===== src/rtl/gs_pkg.sv =====
// Shared graphics-system types and widths.
package gs_pkg;

  localparam int unsigned FB_ADDR_W = 24;
  localparam int unsigned FB_DIM_W  = 10;
  localparam int unsigned COLOR_W   = 16;

  // Command type codes understood by the graphics command decoder
  typedef enum logic [2:0] {
    CMD_SET_FB_ADDR   = 3'd0,
    CMD_SELECT_FB     = 3'd1,
    CMD_LINE          = 3'd2,
    CMD_FILL          = 3'd3,
    CMD_CREATE_SPRITE = 3'd4,
    CMD_BITBLT        = 3'd5
  } gs_cmd_e;

  // Active framebuffer geometry
  typedef struct packed {
    logic [FB_ADDR_W-1:0] base;
    logic [FB_DIM_W-1:0]  width;
    logic [FB_DIM_W-1:0]  height;
  } fb_cfg_t;

endpackage


===== src/rtl/gs_pix_fifo.sv =====
// Small synchronous write queue between the address stage and the memory port.
module gs_pix_fifo #(
  parameter int unsigned WIDTH = 40,
  parameter int unsigned DEPTH = 4,
  parameter int unsigned CNT_W = $clog2(DEPTH) + 1
) (
  input  logic             clk,
  input  logic             rst,
  input  logic             i_push,
  input  logic [WIDTH-1:0] i_data,
  input  logic             i_pop,
  output logic [WIDTH-1:0] o_data,
  output logic [CNT_W-1:0] o_count,
  output logic             o_empty,
  output logic             o_full
);

  localparam int unsigned PTR_W = $clog2(DEPTH);

  logic [WIDTH-1:0] r_mem [DEPTH];
  logic [PTR_W-1:0] r_wr_ptr;
  logic [PTR_W-1:0] r_rd_ptr;
  logic [CNT_W-1:0] r_count;
  logic             w_do_push;
  logic             w_do_pop;

  // A pop from a full queue frees the slot being written in the same cycle
  assign w_do_pop  = i_pop & ~o_empty;
  assign w_do_push = i_push & (~o_full | w_do_pop);

  assign o_empty = (r_count == '0);
  assign o_full  = (r_count == CNT_W'(DEPTH));
  assign o_count = r_count;
  assign o_data  = r_mem[r_rd_ptr];

  // Storage array, written at the tail
  always_ff @(posedge clk) begin
    if (w_do_push) r_mem[r_wr_ptr] <= i_data;
  end

  // Pointers and occupancy
  always_ff @(posedge clk) begin
    if (rst) begin
      r_wr_ptr <= '0;
      r_rd_ptr <= '0;
      r_count  <= '0;
    end else begin
      if (w_do_push) r_wr_ptr <= r_wr_ptr + PTR_W'(1);
      if (w_do_pop)  r_rd_ptr <= r_rd_ptr + PTR_W'(1);
      if (w_do_push && !w_do_pop)      r_count <= r_count + CNT_W'(1);
      else if (!w_do_push && w_do_pop) r_count <= r_count - CNT_W'(1);
    end
  end

endmodule


===== src/rtl/gs_fb_writer.sv =====
// Framebuffer pixel sink: clips incoming pixels, forms linear addresses and
// queues writes toward the memory manager.
module gs_fb_writer #(
  parameter int unsigned ADDR_W     = 24,
  parameter int unsigned COORD_W    = 16,
  parameter int unsigned COLOR_W    = 16,
  parameter int unsigned FIFO_DEPTH = 4
) (
  input  logic               clk,
  input  logic               rst,
  input  logic               i_cfg_we,
  input  logic [ADDR_W-1:0]  i_cfg_base,
  input  logic [9:0]         i_cfg_width,
  input  logic [9:0]         i_cfg_height,
  output logic               o_cfg_rej,
  input  logic               i_px_valid,
  output logic               o_px_ready,
  input  logic [COORD_W-1:0] i_px_x,
  input  logic [COORD_W-1:0] i_px_y,
  input  logic [COLOR_W-1:0] i_px_color,
  output logic               o_mem_wr,
  output logic [ADDR_W-1:0]  o_mem_addr,
  output logic [COLOR_W-1:0] o_mem_data,
  input  logic               i_mem_ack,
  output logic [15:0]        o_clip_cnt,
  output logic               o_idle
);

  import gs_pkg::*;

  localparam int unsigned CNT_W  = $clog2(FIFO_DEPTH) + 1;
  localparam int unsigned PROD_W = 2 * FB_DIM_W;
  localparam int unsigned ENT_W  = ADDR_W + COLOR_W;

  fb_cfg_t              r_cfg;
  logic                 r_cfg_rej;
  logic                 r_s1_valid;
  logic                 r_s1_clip;
  logic [PROD_W-1:0]    r_s1_prod;
  logic [FB_DIM_W-1:0]  r_s1_x;
  logic [COLOR_W-1:0]   r_s1_color;
  logic [15:0]          r_clip_cnt;

  logic                 w_accept;
  logic                 w_clip;
  logic                 w_x_neg;
  logic                 w_y_neg;
  logic [ADDR_W-1:0]    w_addr;
  logic                 w_push;
  logic                 w_pop;
  logic [ENT_W-1:0]     w_head;
  logic [CNT_W-1:0]     w_count;
  logic [CNT_W:0]       w_fill;
  logic                 w_empty;
  logic                 w_full;
  logic                 w_idle;

  // Signed clip: negatives are caught by the sign bit, so the upper-bound
  // tests can be unsigned against zero-extended geometry.
  assign w_x_neg = i_px_x[COORD_W-1];
  assign w_y_neg = i_px_y[COORD_W-1];
  assign w_clip  = w_x_neg | w_y_neg
                 | (i_px_x >= COORD_W'(r_cfg.width))
                 | (i_px_y >= COORD_W'(r_cfg.height));

  assign w_fill     = (CNT_W+1)'(w_count) + (CNT_W+1)'(r_s1_valid);
  assign o_px_ready = ~rst & ~w_full & (w_fill < (CNT_W+1)'(FIFO_DEPTH));
  assign w_accept   = i_px_valid & o_px_ready;

  assign w_idle = ~r_s1_valid & w_empty;
  assign o_idle = w_idle;

  assign w_addr = ADDR_W'(r_cfg.base) + ADDR_W'(r_s1_prod) + ADDR_W'(r_s1_x);
  assign w_push = r_s1_valid & ~r_s1_clip;
  assign w_pop  = o_mem_wr & i_mem_ack;

  assign o_mem_wr   = ~w_empty;
  assign o_mem_addr = w_head[ENT_W-1:COLOR_W];
  assign o_mem_data = w_head[COLOR_W-1:0];
  assign o_cfg_rej  = r_cfg_rej;
  assign o_clip_cnt = r_clip_cnt;

  // Geometry load, only while nothing is in flight
  always_ff @(posedge clk) begin
    if (rst) begin
      r_cfg     <= '0;
      r_cfg_rej <= 1'b0;
    end else begin
      r_cfg_rej <= 1'b0;
      if (i_cfg_we) begin
        if (w_idle && !w_accept) begin
          r_cfg <= '{base:   FB_ADDR_W'(i_cfg_base),
                     width:  i_cfg_width,
                     height: i_cfg_height};
        end else begin
          r_cfg_rej <= 1'b1;
        end
      end
    end
  end

  // Stage-1 valid flag
  always_ff @(posedge clk) begin
    if (rst) r_s1_valid <= 1'b0;
    else     r_s1_valid <= w_accept;
  end

  // Stage-1 payload: clip decision, row offset, column and colour
  always_ff @(posedge clk) begin
    if (w_accept) begin
      r_s1_clip  <= w_clip;
      r_s1_prod  <= PROD_W'(i_px_y[FB_DIM_W-1:0]) * PROD_W'(r_cfg.width);
      r_s1_x     <= i_px_x[FB_DIM_W-1:0];
      r_s1_color <= i_px_color;
    end
  end

  // Saturating count of clipped pixels
  always_ff @(posedge clk) begin
    if (rst) begin
      r_clip_cnt <= '0;
    end else if (r_s1_valid && r_s1_clip && (r_clip_cnt != '1)) begin
      r_clip_cnt <= r_clip_cnt + 16'd1;
    end
  end

  gs_pix_fifo #(
    .WIDTH (ENT_W),
    .DEPTH (FIFO_DEPTH),
    .CNT_W (CNT_W)
  ) u_fifo (
    .clk     (clk),
    .rst     (rst),
    .i_push  (w_push),
    .i_data  ({w_addr, r_s1_color}),
    .i_pop   (w_pop),
    .o_data  (w_head),
    .o_count (w_count),
    .o_empty (w_empty),
    .o_full  (w_full)
  );

endmodule


===== config.mk =====
export PLATFORM = sky130hd
export DESIGN_NAME = gs_fb_writer
export DESIGN_NICKNAME = d
export VERILOG_FILES = /design/src/rtl/gs_pkg.sv /design/src/rtl/gs_pix_fifo.sv /design/src/rtl/gs_fb_writer.sv
export SDC_FILE = /design/constraint.sdc
export NUM_CORES = 1
export LEC_CHECK = 0
export CAP_MARGIN = 20
export CORE_ASPECT_RATIO = 2
export CORE_MARGIN = 2
export CORE_UTILIZATION = 45
export DETAILED_ROUTE_END_ITERATION = 8
export DONT_BUFFER_PORTS = 1
export PLACE_DENSITY_LB_ADDON = 0.3
export RECOVER_POWER = 25
export SLEW_MARGIN = 25
export SYNTH_ARGS = -nofsm -noshare
export SYNTH_HDL_FRONTEND = slang
export SYNTH_HIERARCHICAL = 1
export SYNTH_SLANG_ARGS = --single-unit

===== constraint.sdc =====
create_clock -name clk -period 10.15 [get_ports clk]
set_clock_uncertainty 0.2 [all_clocks]
set_input_delay 2.03 -clock clk [delete_from_list [all_inputs] [get_ports clk]]
set_output_delay 2.03 -clock clk [all_outputs]
set_load 0.01 [all_outputs]

==> results.md <==
* Status: completed
* GRT met1 Usage at 19.1%
* Grt met2 use at 38.5%
* Max incr delay on CP at 0.54 ns
* Post-CTS Setup Inserts at 0
* Delay-heaviest family, CP: adder cells
* Total length of routed wires at 34.3 mm
* Critical path fanouts, max at 8
* Startpoint types: input port
* Worst-skew pair later-pin latency at 0.54 ns
* Post-synthesis async set-or-reset flop share at 0%
* Antenna Nets Post-Route at 0
* Critical path arrival at 6.68 ns
* Initial antenna violation count at 1
* Setup TNS at 0 ns
* Count of pins over their slew limit at 0
* H-tree depth at 1
* Clock root buffer: clkbuf_16
* Synth top area share at 40.6%
* Final std cells w/o fill at 1674
* Cells after synthesis at 1231
* Area leader, netlist: edfxtp_1
* Routability cong. at 0.918
* Final min period at 6.61 ns
* Synth Register Bits at 278
* Chip height at 265 µm
* Max cap viols at 0
* RSZ-0062 raised after global routing: false
* Total power at 2.63 mW
* Gr usage total at 19.4%
* Worst path slowest cell: fa_1
* GR Util met3 at 2.45%
* Fraction of layout cells with a size suffix above 1 at 8.65%
* Switching share of power at 24.8%
* Core ar. at 33500 µm²
* Die Area at 35600 µm²
* 1st-pass router iterations at 4
* Total clock sinks at 278
* Reg power frac at 49.5%
* Placed cell count at 1626
* Layout net count at 1500
* Critical Path, Cell by Cell: clkinv_1, nor2_1, fa_1, fa_1, ha_1, fa_1, inv_1, fa_1, inv_1, ha_1, a211oi_1, o21ai_0, a21oi_1, o31ai_1, a2111oi_0, nor3_1
* Vias per inst at 5.47
* Hold Crit Class: reg2reg
* Combinational Power Share at 13.3%
* Clock network fraction of design power at 37.2%
* Routed WL per cell at 20.5 µm
* GR peak layer: met2
* Initial DRC count at 466
* Synth Flop Type: edfxtp_1
* Vias in the first global route at 9817
* Critical Path End Type: flop
* Synthesized area at 15300 µm²
* Tcrit/Tclk final at 65.1%
* Syn Nets at 1513
* Global-route wire length before repair at 52.9 mm
* Synthesis Warnings at 6
* Hold buffers post-CTS at 0
* Placed cell areas at 15700 µm²
* Area delta synth->final at 8.00%
* Largest net degree at the start of global routing at 73
* Max VDD drop at 122 µV
* Switching pwr at 653 µW
* Worst-Margin Slew at 0.946 ns
* Final Cell Area at 16500 µm²
* PwrDens at 159 nW/µm²
* Leak at 6.42 nW
* Avg Cell Area, Syn at 12.4 µm²
* Post-cts sizing count at 0
* Sequential area share after synthesis at 49.9%
* Most common cell after layout, fill and taps aside: edfxtp_1
* Final hold vios at 0
* Int Pwr at 1.98 mW
* CP most frequent cell: fa_1
* Post-synth EDFFs at 207
* Largest cells by area after synthesis: edfxtp_1 (41%), fa_1 (9.7%), dfxtp_1 (9.3%)
* Cell variety after synth at 64
* Starting Density at 45.7%
* IO Pins at 157
* Most frequent cells in the layout: edfxtp_1 (207), nand2_1 (154), ha_1 (111)
* Clock buffer depth at 3
* Post-DP HPWL at 25.7 mm
* Final setup violation count at 0
* CTS tree: done
* DR DRC count at 0
* Gr ovfl total at 0
* Cts bufs inserted at 26
* CP Class: in2reg
* CP required at 10.22 ns
* Achievable Freq at 151 MHz
* FP Rows at 95
* Routed via count at 9153
* Bufs and invs on worst path at 3
* Clock transition at path regs at 0.06 ns
* IO Port Bufs at 0
* Max_slew headroom at 37.0%
* Die width at 134 µm
==> path summary, 6_finish.rpt <==
kind	start	depth (start not counted)	end	slack, ns
setup / recovery	i_px_y[0]	16	r_s1_prod[16]	3.54
hold / removal	r_cfg[7]	2	r_cfg[7]	0.25
setup reg to reg	r_cfg[13]	18	r_s1_prod[16]	4.29
hold reg to reg	r_cfg[7]	2	r_cfg[7]	0.25
==> worst min-delay path: cells and delay by family (launching register included) <==
family | cells | cell delay (ns)
AND/OR/NAND/NOR | 1 | 0.05
flip-flops | 1 | 0.31
AO/OA/AOI/OAI | 1 | 0.05
==> per-stage QoR <==
stage | hold slack (ns) | utilization (%) | setup slack, ns
after floorplan | 0.235 | - | 3.20
after global placement | 0.240 | 46.7 | 3.15
after detailed placement | 0.244 | 46.7 | 3.06
after CTS | 0.253 | 49.3 | 3.62
after global routing | 0.278 | 49.3 | 3.34
final | 0.252 | 49.3 | 3.54
==> synth_stat cells, types with 2 or more instances <==
cell and count:
a211oi_1 7, and2_1 62, o21a_1 5, a31oi_1 6
clkbuf_1 28, nor3_1 13, a21o_1 20, dfxtp_1 71
nand3_1 6, o2111ai_1 3, o311ai_0 2, a2111oi_0 3
buf_4 4, inv_1 101, clkbuf_2 2, nor3b_1 2
and3_1 6, buf_2 9, a21oi_1 81, and2_2 4
fa_1 74, mux2i_1 3, o2111a_1 2, xor2_1 27
o211ai_1 6, nor2b_1 4, buf_6 4, a211o_1 3
nand4_1 11, ha_1 111, or3_1 2, o31ai_1 3
mux4_2 40, edfxtp_1 207, o21ai_0 20, nor4_1 8
nor2_1 60, nand2_1 154, nand2b_1 8, xnor2_1 23
a41oi_1 2, buf_1 2
==> cell type report <==
type	instances	area (µm²)
Timing Repair Buffer	8	60.1
Antenna cell	1	2.50
Tap cell	436	546
Sequential cell	278	7640
Clock buffer	37	747
Fill cell	3032	17000
Multi-Input combinational cell	802	7040
Inverter	102	383
Clock inverter	10	111
==> state kept, by name, indices dropped and copies added (netlist names), 3 cells and up, named ones only <==
| signal | count |
|---|---|
| r_cfg | 44 |
| r_s1_prod | 20 |
| u_fifo/r_mem | 160 |
| r_s1_color | 16 |
| r_s1_x | 10 |
| o_clip_cnt | 16 |
| u_fifo/o_count | 3 |
==> power groups by stage <==
| stage | registers, mW | logic [mW] | clock network [mW] |
|---|---|---|---|
| detailed placement | 1.33 | 0.352 | 0 |
| floorplan | 1.32 | 0.283 | 0 |
| global placement | 1.33 | 0.344 | 0 |
| CTS | 1.30 | 0.355 | 1.01 |
| finish | 1.30 | 0.349 | 0.979 |
| global route | 1.31 | 0.400 | 1.04 |
==> layer usage <==
| layer | wire (µm) | share of wire, % |
|---|---|---|
| met5 | 0 | 0 |
| met4 | 1690 | 4.9 |
| met3 | 1370 | 4.0 |
| met2 | 19400 | 57 |
| met1 | 11800 | 34 |
==> kinds of logic after synthesis <==
group,share of synthesized area [%]
and+or+nand+nor,10.8
DFF,49.9
adders and majority gates,18.8
AOI/OAI and AO/OA,7.36
buffers and inverters,4.09
xor gates and xnor gates,2.86
muxes,6.18
Power figures use the tool's default switching activity.
